<file path="src/rtl/pwm_clock_prescaler.sv">
// pwm_clock_prescaler
//   Run-time programmable clock prescaler for the PWM datapath. Divides clk
//   by 2*(div+1) into a 50 % duty square wave, emits a one-cycle tick on the
//   first clk cycle of each high phase, and exposes the half-period counter
//   for downstream PWM comparators.
//
//   Optional feature macro: PWM_PRESC_SYNC_EN (adds the sync input).
//
// Ports
//   clk        in   1      system clock, rising edge
//   reset      in   1      asynchronous, active-high reset
//   en         in   1      1 = run, 0 = idle (counter cleared, output low)
//   div        in   WIDTH  half-period minus one; sampled at period boundaries
//   sync       in   1      (PWM_PRESC_SYNC_EN only) restart phase-aligned
//   clk_presc  out  1      divided clock, registered
//   tick       out  1      one-cycle strobe at the start of each high phase
//   phase_cnt  out  WIDTH  current half-period counter, registered
module pwm_clock_prescaler #(
  parameter int WIDTH = 8
) (
  input  logic             clk,
  input  logic             reset,
  input  logic             en,
  input  logic [WIDTH-1:0] div,
`ifdef PWM_PRESC_SYNC_EN
  input  logic             sync,
`endif
  output logic             clk_presc,
  output logic             tick,
  output logic [WIDTH-1:0] phase_cnt
);

  typedef enum logic [1:0] {
    IDLE,
    LOW_PH,
    HIGH_PH
  } state_t;

  // The state is not stored separately: it is fully encoded by en and the
  // registered output, so the output can never disagree with the state.
  state_t state;

  logic [WIDTH-1:0] div_act_reg;
  logic [WIDTH-1:0] div_act_next;
  logic [WIDTH-1:0] phase_next;
  logic             clk_presc_next;
  logic             tick_next;
  logic             terminal;
  logic             restart;

  always_comb begin
    state = IDLE;
    if (en) begin
      state = clk_presc ? HIGH_PH : LOW_PH;
    end
  end

  // Compare against the latched ratio, so div changes mid-period cannot
  // shorten the current half-period.
  assign terminal = (phase_cnt == div_act_reg);

`ifdef PWM_PRESC_SYNC_EN
  // sync only acts while running; idle already performs the same clear.
  assign restart = (state == IDLE) || sync;
`else
  assign restart = (state == IDLE);
`endif

  always_comb begin
    phase_next     = phase_cnt;
    clk_presc_next = clk_presc;
    tick_next      = 1'b0;
    div_act_next   = div_act_reg;
    if (restart) begin
      phase_next     = '0;
      clk_presc_next = 1'b0;
      div_act_next   = div;
    end else begin
      case (state)
        LOW_PH: begin
          if (terminal) begin
            phase_next     = '0;
            clk_presc_next = 1'b1;
            tick_next      = 1'b1;
          end else begin
            phase_next = phase_cnt + 1'b1;
          end
        end
        HIGH_PH: begin
          if (terminal) begin
            // End of a full period: the only point where a new ratio is taken.
            phase_next     = '0;
            clk_presc_next = 1'b0;
            div_act_next   = div;
          end else begin
            phase_next = phase_cnt + 1'b1;
          end
        end
        default: begin
        end
      endcase
    end
  end

  always_ff @(posedge clk or posedge reset) begin
    if (reset) begin
      phase_cnt   <= '0;
      clk_presc   <= 1'b0;
      tick        <= 1'b0;
      div_act_reg <= '0;
    end else begin
      phase_cnt   <= phase_next;
      clk_presc   <= clk_presc_next;
      tick        <= tick_next;
      div_act_reg <= div_act_next;
    end
  end

endmodule

</file>
<file path="config.mk">
export PLATFORM = sky130hd
export DESIGN_NAME = pwm_clock_prescaler
export DESIGN_NICKNAME = d
export VERILOG_FILES = /design/src/rtl/pwm_clock_prescaler.sv
export SDC_FILE = /design/constraint.sdc
export NUM_CORES = 1
export LEC_CHECK = 0
export BUFFER_PORTS_ARGS = -buffer_cell sky130_fd_sc_hd__buf_4
export CAP_MARGIN = 25
export CORE_MARGIN = 8
export CORE_UTILIZATION = 30
export DETAILED_ROUTE_END_ITERATION = 6
export MAX_ROUTING_LAYER = met4
export PLACE_DENSITY_LB_ADDON = 0.3
export SETUP_SLACK_MARGIN = 0.02
export SLEW_MARGIN = 20
export SYNTH_ARGS = -nofsm -noshare
export SYNTH_HDL_FRONTEND = slang
export SYNTH_SLANG_ARGS = --single-unit
</file>
<file path="constraint.sdc">
create_clock -name clk -period 3.4 [get_ports clk]
set_input_delay 0 -clock clk [delete_from_list [all_inputs] [get_ports clk]]
set_output_delay 0 -clock clk [all_outputs]
set_load 0.005 [all_outputs]
</file>
==> results of run 1 <==
[worst max-delay path by stage]
stage | startpoint | endpoint | slack, ns | depth (start not counted)
after floorplan | phase_cnt[0]$_DFFE_PP0P_ | div_act_reg[0]$_DFFE_PP0P_ | 1.84 | 4
after global placement | phase_cnt[0]$_DFFE_PP0P_ | div_act_reg[6]$_DFFE_PP0P_ | 1.73 | 4
after detailed placement | phase_cnt[0]$_DFFE_PP0P_ | div_act_reg[0]$_DFFE_PP0P_ | 1.70 | 4
after CTS | phase_cnt[0]$_DFFE_PP0P_ | div_act_reg[0]$_DFFE_PP0P_ | 1.68 | 4
after global routing | phase_cnt[0]$_DFFE_PP0P_ | div_act_reg[7]$_DFFE_PP0P_ | 1.61 | 4
final | phase_cnt[0]$_DFFE_PP0P_ | div_act_reg[1]$_DFFE_PP0P_ | 1.70 | 4
[cell type report]
class,instances,area share [%]
multi-input combinational,48,33.9
inverter,2,0.645
clock buffer,3,1.94
tap,31,3.33
sequential,18,38.7
timing repair buffer,30,21.5
[power groups by stage]
stage / Sequential (uW) / Combinational [uW] / Clock (uW)
after floorplan: 241 / 37.7 / 0
after global placement: 245 / 58.0 / 0
after detailed placement: 245 / 58.4 / 0
after CTS: 241 / 68.0 / 109
after global routing: 242 / 73.7 / 122
final: 240 / 66.5 / 103
[metal layers]
layer,vias to the layer above,global-route usage [%]
li1,314,-
met3,2,1.43
met2,10,14.0
met1,309,8.93
met4,0,4.78
met5,-,-
[stage by stage]
stage	hold slack [ns]	instance area (sq um)	setup WS [ns]	utilization, %
after detailed placement	0.155	1040	1.70	38.1
after global placement	0.148	1040	1.73	38.1
after floorplan	-0.0614	852	1.84	-
after global routing	0.429	1160	1.61	42.6
after CTS	0.391	1160	1.68	42.6
final	0.362	1160	1.70	42.6
[cells in the final DEF (no fill, tap or decap), types with 2 or more instances in the layout]
master	count
nand3_1	5
buf_4	20
clkbuf_4	3
dfrtp_1	18
inv_1	2
xnor2_1	13
nand4_1	2
and3_1	8
dlygate4sd3_1	10
mux2_2	8
[kinds of logic (layout without fill, tap and decap cells)]
| logic type | Yosys count | after routing | share of synthesized area, % |
|---|---|---|---|
| compound gates | 4 | 4 | 4.55 |
| buf+inv | 2 | 35 | 0.881 |
| flops | 18 | 18 | 52.9 |
| fa+ha+maj | 1 | 1 | 1.47 |
| mux | 8 | 8 | 10.6 |
| simple gates | 21 | 21 | 15.3 |
| xor+xnor | 14 | 14 | 14.4 |
[worst register-to-register path, cell delays in order (launching register included)]
cell	delay (ns)
dfrtp_1	0.49
xnor2_1	0.18
and4_1	0.24
a31oi_4	0.32
mux2_2	0.38
[repair_timing]
| action | 4_1_cts | 5_1_grt |
|---|---|---|
| endpoints found under the setup margin | 0 | 0 |
| hold endpoints to repair | 28 | 0 |
| hold buffers | 10 | 0 |
==> results.py, run 1 <==
metrics = {
    "finish": {
        "diodes": 0,
        "nFillCells": 271,
        "area_growth_pct": 36.6,
        "multiInputGateArea_sq_um": 394,
        "seq_area_sq_um": 450,
        "final_nets": 115,
        "drive_gt1_share_pct": 33.7,
        "finalNonFillerCells": 132,
    },
    "pwr": {
        "netSwitchingFraction_pct": 24.7,
        "powerDensity_nw_per_um2": 353,
        "p_seq_share_pct": 58.6,
        "power.total_uw": 410,
        "p_clk_share_pct": 25.2,
        "vdd_drop_max_mv": 0.199,
        "p_switching_uw": 101,
        "combPwrFrac_pct": 16.2,
        "p_leak_uw": 0.000544,
        "p_int_uw": 309,
    },
    "floorplanning": {
        "die_w_um": 69.3,
        "num_rows": 19,
        "core_region_area_sq_um": 2730,
        "initial_core_util_pct": 31.2,
        "die_h_um": 69.3,
        "io_pins": 21,
        "die_area_sq_um": 4800,
    },
    "timing": {
        "report.final.hold_viol_count": 0,
        "final_max_slew_viol_count": 0,
        "fin_crit_ns": 1.70,
        "fin_worst_skew_ns": 0.00177,
        "maxSlewHeadroom_pct": 55.2,
        "grt_setup_unrepaired": "false",
        "setup_viol": 0,
        "finalSetupTns_ns": 0,
        "tightest_slew_ns": 0.672,
        "max_freq_mhz": 587,
        "final.period_utilization_pct": 50.1,
    },
    "critical_path": {
        "r2r_slack_ns": 1.70,
        "crit_required_ns": 3.58,
        "reg2reg_from": "phase_cnt[0]$_DFFE_PP0P_",
        "critPathKind": "flip-flop to flip-flop",
        "worst_r2r_path_depth": 4,
        "cp_top_family": "flip-flops",
        "start_kind": "flip-flop",
        "r2r_end": "div_act_reg[1]$_DFFE_PP0P_",
        "end_kind": "flip-flop",
        "crit_slowest_cell": "dfrtp_1",
        "path_cells": "xnor2_1 -> and4_1 -> a31oi_4 -> mux2_2",
        "crit_buf_inv": 0,
        "arrival_ns": 1.88,
        "path_max_fanout": 8,
        "critPathMaxStageDelay_ns": 0.49,
    },
    "clock_network": {
        "clk_pin_slew_worst_paths_ns": 0.10,
        "clockBufferDepth": 2,
        "root_buffer": "clkbuf_4",
        "insertion_delay_ns": 0.28,
        "post_cts_resized": 0,
        "cts_buffers": 3,
        "cts_num_sinks": 18,
        "cts_tree": "done",
        "h-tree-depth": 1,
        "cts_setup_buffers": 0,
    },
    "route": {
        "drt-total-wl_mm": 1.82,
        "drc": 0,
        "wl_met2_um": 932,
        "dr.max_layer_used": "met4",
        "dr.pass1.iters": 3,
        "wl_per_cell_um": 13.8,
        "num_vias": 635,
        "wl_met1_um": 801,
        "viasPerCell": 4.81,
        "drt_iter0_drc": 4,
        "dr_wl_met3_um": 54,
        "antenna_left": 0,
    },
    "placed_design": {
        "port-buffer-count": 20,
        "dp_hpwl_mm": 1.40,
        "dp_cells": 119,
        "gp_congestion": 0.808,
    },
    "logic_synthesis": {
        "synth_top_flop_cell": "dfrtp_1",
        "syn_area_per_cell_sq_um": 12.5,
        "seq_area_frac_synth_pct": 52.9,
        "netlist_top_cells_area": "dfrtp_1, xnor2_1, mux2_2, and3_1, nand3_1",
        "synthArstFlopShare_pct": 100,
        "synth_nets": 80,
        "yosys_register_bits": 18,
        "synth.distinct_cells": 19,
        "netlist_instances": 68,
        "yosysWarnings": 0,
        "synth.cell_area_sq_um": 852,
        "synth.most_common_cell": "dfrtp_1",
        "synth_edf_count": 0,
        "synth_commonest_cells": "dfrtp_1, xnor2_1, and3_1, mux2_2, nand3_1",
        "yosysTopAreaCellShare_pct": 52.9,
        "synth_top_area_cell": "dfrtp_1",
    },
    "grt": {
        "grt_max_degree": 19,
        "grt_pass1_wl_mm": 3.24,
        "grt_pass1_vias": 710,
        "grt_antenna_before_repair": 0,
        "grt_usage_pct": 8.30,
        "overflow": 0,
    },
    "hold_path": {
        "hp-class": "primary input to asynchronous set/reset pin",
    },
    "outcome": {
        "status": "completed",
    },
    "run": {
        "max_cap_viol_count": 0,
    },
}
Note: power is estimated with default switching activity, not from simulation.
==> run 2, diff against run 1 <==
- clock period: 3.4 -> 1.55 ns (I/O delays scaled with it)
==> run 2 against run 1 <==
Against the previous run: the flow now finishes with violations (negative setup slack); worst setup slack worse by 1.7 ns; sequential power increased by 120%; first-iteration DRC count rose by 130%.
==> results.py, run 2 (synthesis results as in run 1) <==
metrics = {
    "timing": {
        "finalSetupTns_ns": -0.221,
        "setup_viol": 8,
        "final.period_utilization_pct": 102,
        "fin_crit_ns": 1.58,
        "max_freq_mhz": 633,
        "final_max_slew_viol_count": 0,
        "layout_setup_ws_ns": -0.0289,
        "report.final.hold_viol_count": 0,
        "grt_setup_unrepaired": "true",
        "fin_worst_skew_ns": 0.00243,
        "maxSlewHeadroom_pct": 54.3,
        "tightest_slew_ns": 0.685,
    },
    "route": {
        "dr.pass1.iters": 4,
        "viasPerCell": 4.72,
        "drt-total-wl_mm": 2.04,
        "drt_iter0_drc": 9,
        "antenna_left": 0,
        "wl_per_cell_um": 14.1,
        "drc": 0,
        "num_vias": 680,
    },
    "clock_network": {
        "cts_tree": "done",
        "cts_num_sinks": 18,
        "h-tree-depth": 1,
        "cts_buffers": 3,
        "clockBufferDepth": 2,
        "root_buffer": "clkbuf_4",
        "insertion_delay_ns": 0.29,
        "clk_pin_slew_worst_paths_ns": 0.10,
    },
    "critical_path": {
        "path_max_fanout": 8,
        "r2r_slack_ns": -0.03,
        "start_kind": "flip-flop",
        "critPathKind": "flip-flop to flip-flop",
        "reg2reg_from": "phase_cnt[6]$_DFFE_PP0P_",
        "r2r_end": "div_act_reg[5]$_DFFE_PP0P_",
        "startpoint": "phase_cnt[6]$_DFFE_PP0P_",
        "worst_r2r_path_depth": 5,
        "end_kind": "flip-flop",
        "arrival_ns": 1.76,
        "endpoint": "div_act_reg[5]$_DFFE_PP0P_",
        "crit_required_ns": 1.73,
    },
    "placed_design": {
        "dp_hpwl_mm": 1.45,
        "gp_congestion": 0.751,
        "port-buffer-count": 20,
    },
    "floorplanning": {
        "core_region_area_sq_um": 2730,
        "initial_core_util_pct": 31.2,
        "num_rows": 19,
        "die_area_sq_um": 4800,
        "die_w_um": 69.3,
        "io_pins": 21,
        "die_h_um": 69.3,
    },
    "finish": {
        "drive_gt1_share_pct": 48.7,
        "nFillCells": 257,
        "final_common_cell": "buf_4",
        "multiInputGateArea_sq_um": 487,
        "layout_common_cells": "buf_4, dfrtp_1, dlygate4sd3_1",
        "diodes": 0,
        "final_nets": 126,
        "seq_area_sq_um": 450,
        "area_growth_pct": 60.2,
    },
    "pwr": {
        "p_leak_uw": 0.000687,
        "power.total_uw": 1030,
        "powerDensity_nw_per_um2": 756,
        "vdd_drop_max_mv": 0.479,
    },
    "grt": {
        "grt_antenna_before_repair": 0,
        "grt_max_degree": 19,
        "overflow": 0,
        "grt_pass1_vias": 729,
        "grt_pass1_wl_mm": 3.39,
        "grt_usage_pct": 8.61,
    },
    "outcome": {
        "violations": "negative setup slack",
        "status": "finished with violations",
    },
    "run": {
        "max_cap_viol_count": 0,
    },
    "hold_path": {
        "hp-class": "primary input to asynchronous set/reset pin",
    },
}
==> run 2: changes by cell type in the layout (fill, tap and decap cells not counted), sizes merged <==
cell    before  now
buf         20   31
clkbuf       3    4
==> run 2: metrics by stage <==
stage	utilization [%]	area [sq um]	hold slack (ns)	setup WS [ns]	std cells
3_5_place_dp	40.6	1110	0.162	-0.0261	128
2_1_floorplan	-	855	-0.0614	0.0216	68
6_report	49.9	1370	0.363	-0.0289	144
4_1_cts	46.5	1270	0.383	0.00450	143
3_3_place_gp	40.6	1110	0.133	0.0162	128
5_1_grt	49.9	1370	0.427	-0.0793	144
==> run 2: worst min path at each step <==
stage / from / to / slack (ns) / depth (start not counted)
floorplan: reset / clk_presc$_DFFE_PP0P_ / -0.06 / 1
global placement: reset / div_act_reg[1]$_DFFE_PP0P_ / 0.13 / 2
detailed placement: reset / div_act_reg[1]$_DFFE_PP0P_ / 0.16 / 2
CTS: reset / div_act_reg[1]$_DFFE_PP0P_ / 0.38 / 3
global route: reset / div_act_reg[6]$_DFFE_PP0P_ / 0.43 / 3
finish: reset / div_act_reg[1]$_DFFE_PP0P_ / 0.36 / 3
==> run 2: final cells by class <==
class | count | share of cell area [%]
Inverter | 2 | 0.550
Sequential cell | 18 | 33.0
Timing Repair Buffer | 41 | 25.3
Clock buffer | 4 | 2.66
Multi-Input combinational cell | 48 | 35.7
Tap cell | 31 | 2.84
==> run 2: repair_timing <==
item,in CTS,in global routing
pin swaps,1,5
setup buffers,1,1
endpoints found under the hold margin,30,0
resized for setup,1,15
endpoints found under the setup margin,8,16
hold buffers,10,0
==> run 2: routing by layer <==
layer,share of wire [%],vias to the layer above,wire [um],global-route usage [%]
met1,44,332,904,10.6
met4,1.7,0,34,4.78
met2,50,11,1020,12.8
met5,0,-,0,-
li1,-,335,-,-
met3,3.6,2,74,1.72
==> run 2: critical path: stages (launching register included) <==
cell	delay [ns]
dfrtp_1	0.45
xnor2_2	0.21
and4_4	0.27
a31oi_4	0.09
buf_12	0.16
mux2_4	0.29
==> run 2: where the power goes <==
group	switching (uW)	total [uW]	internal, uW	leakage, uW
sequential	30.4	528	498	0.000231
clock	145	288	143	0.0000210
combinational	76.6	216	139	0.000435
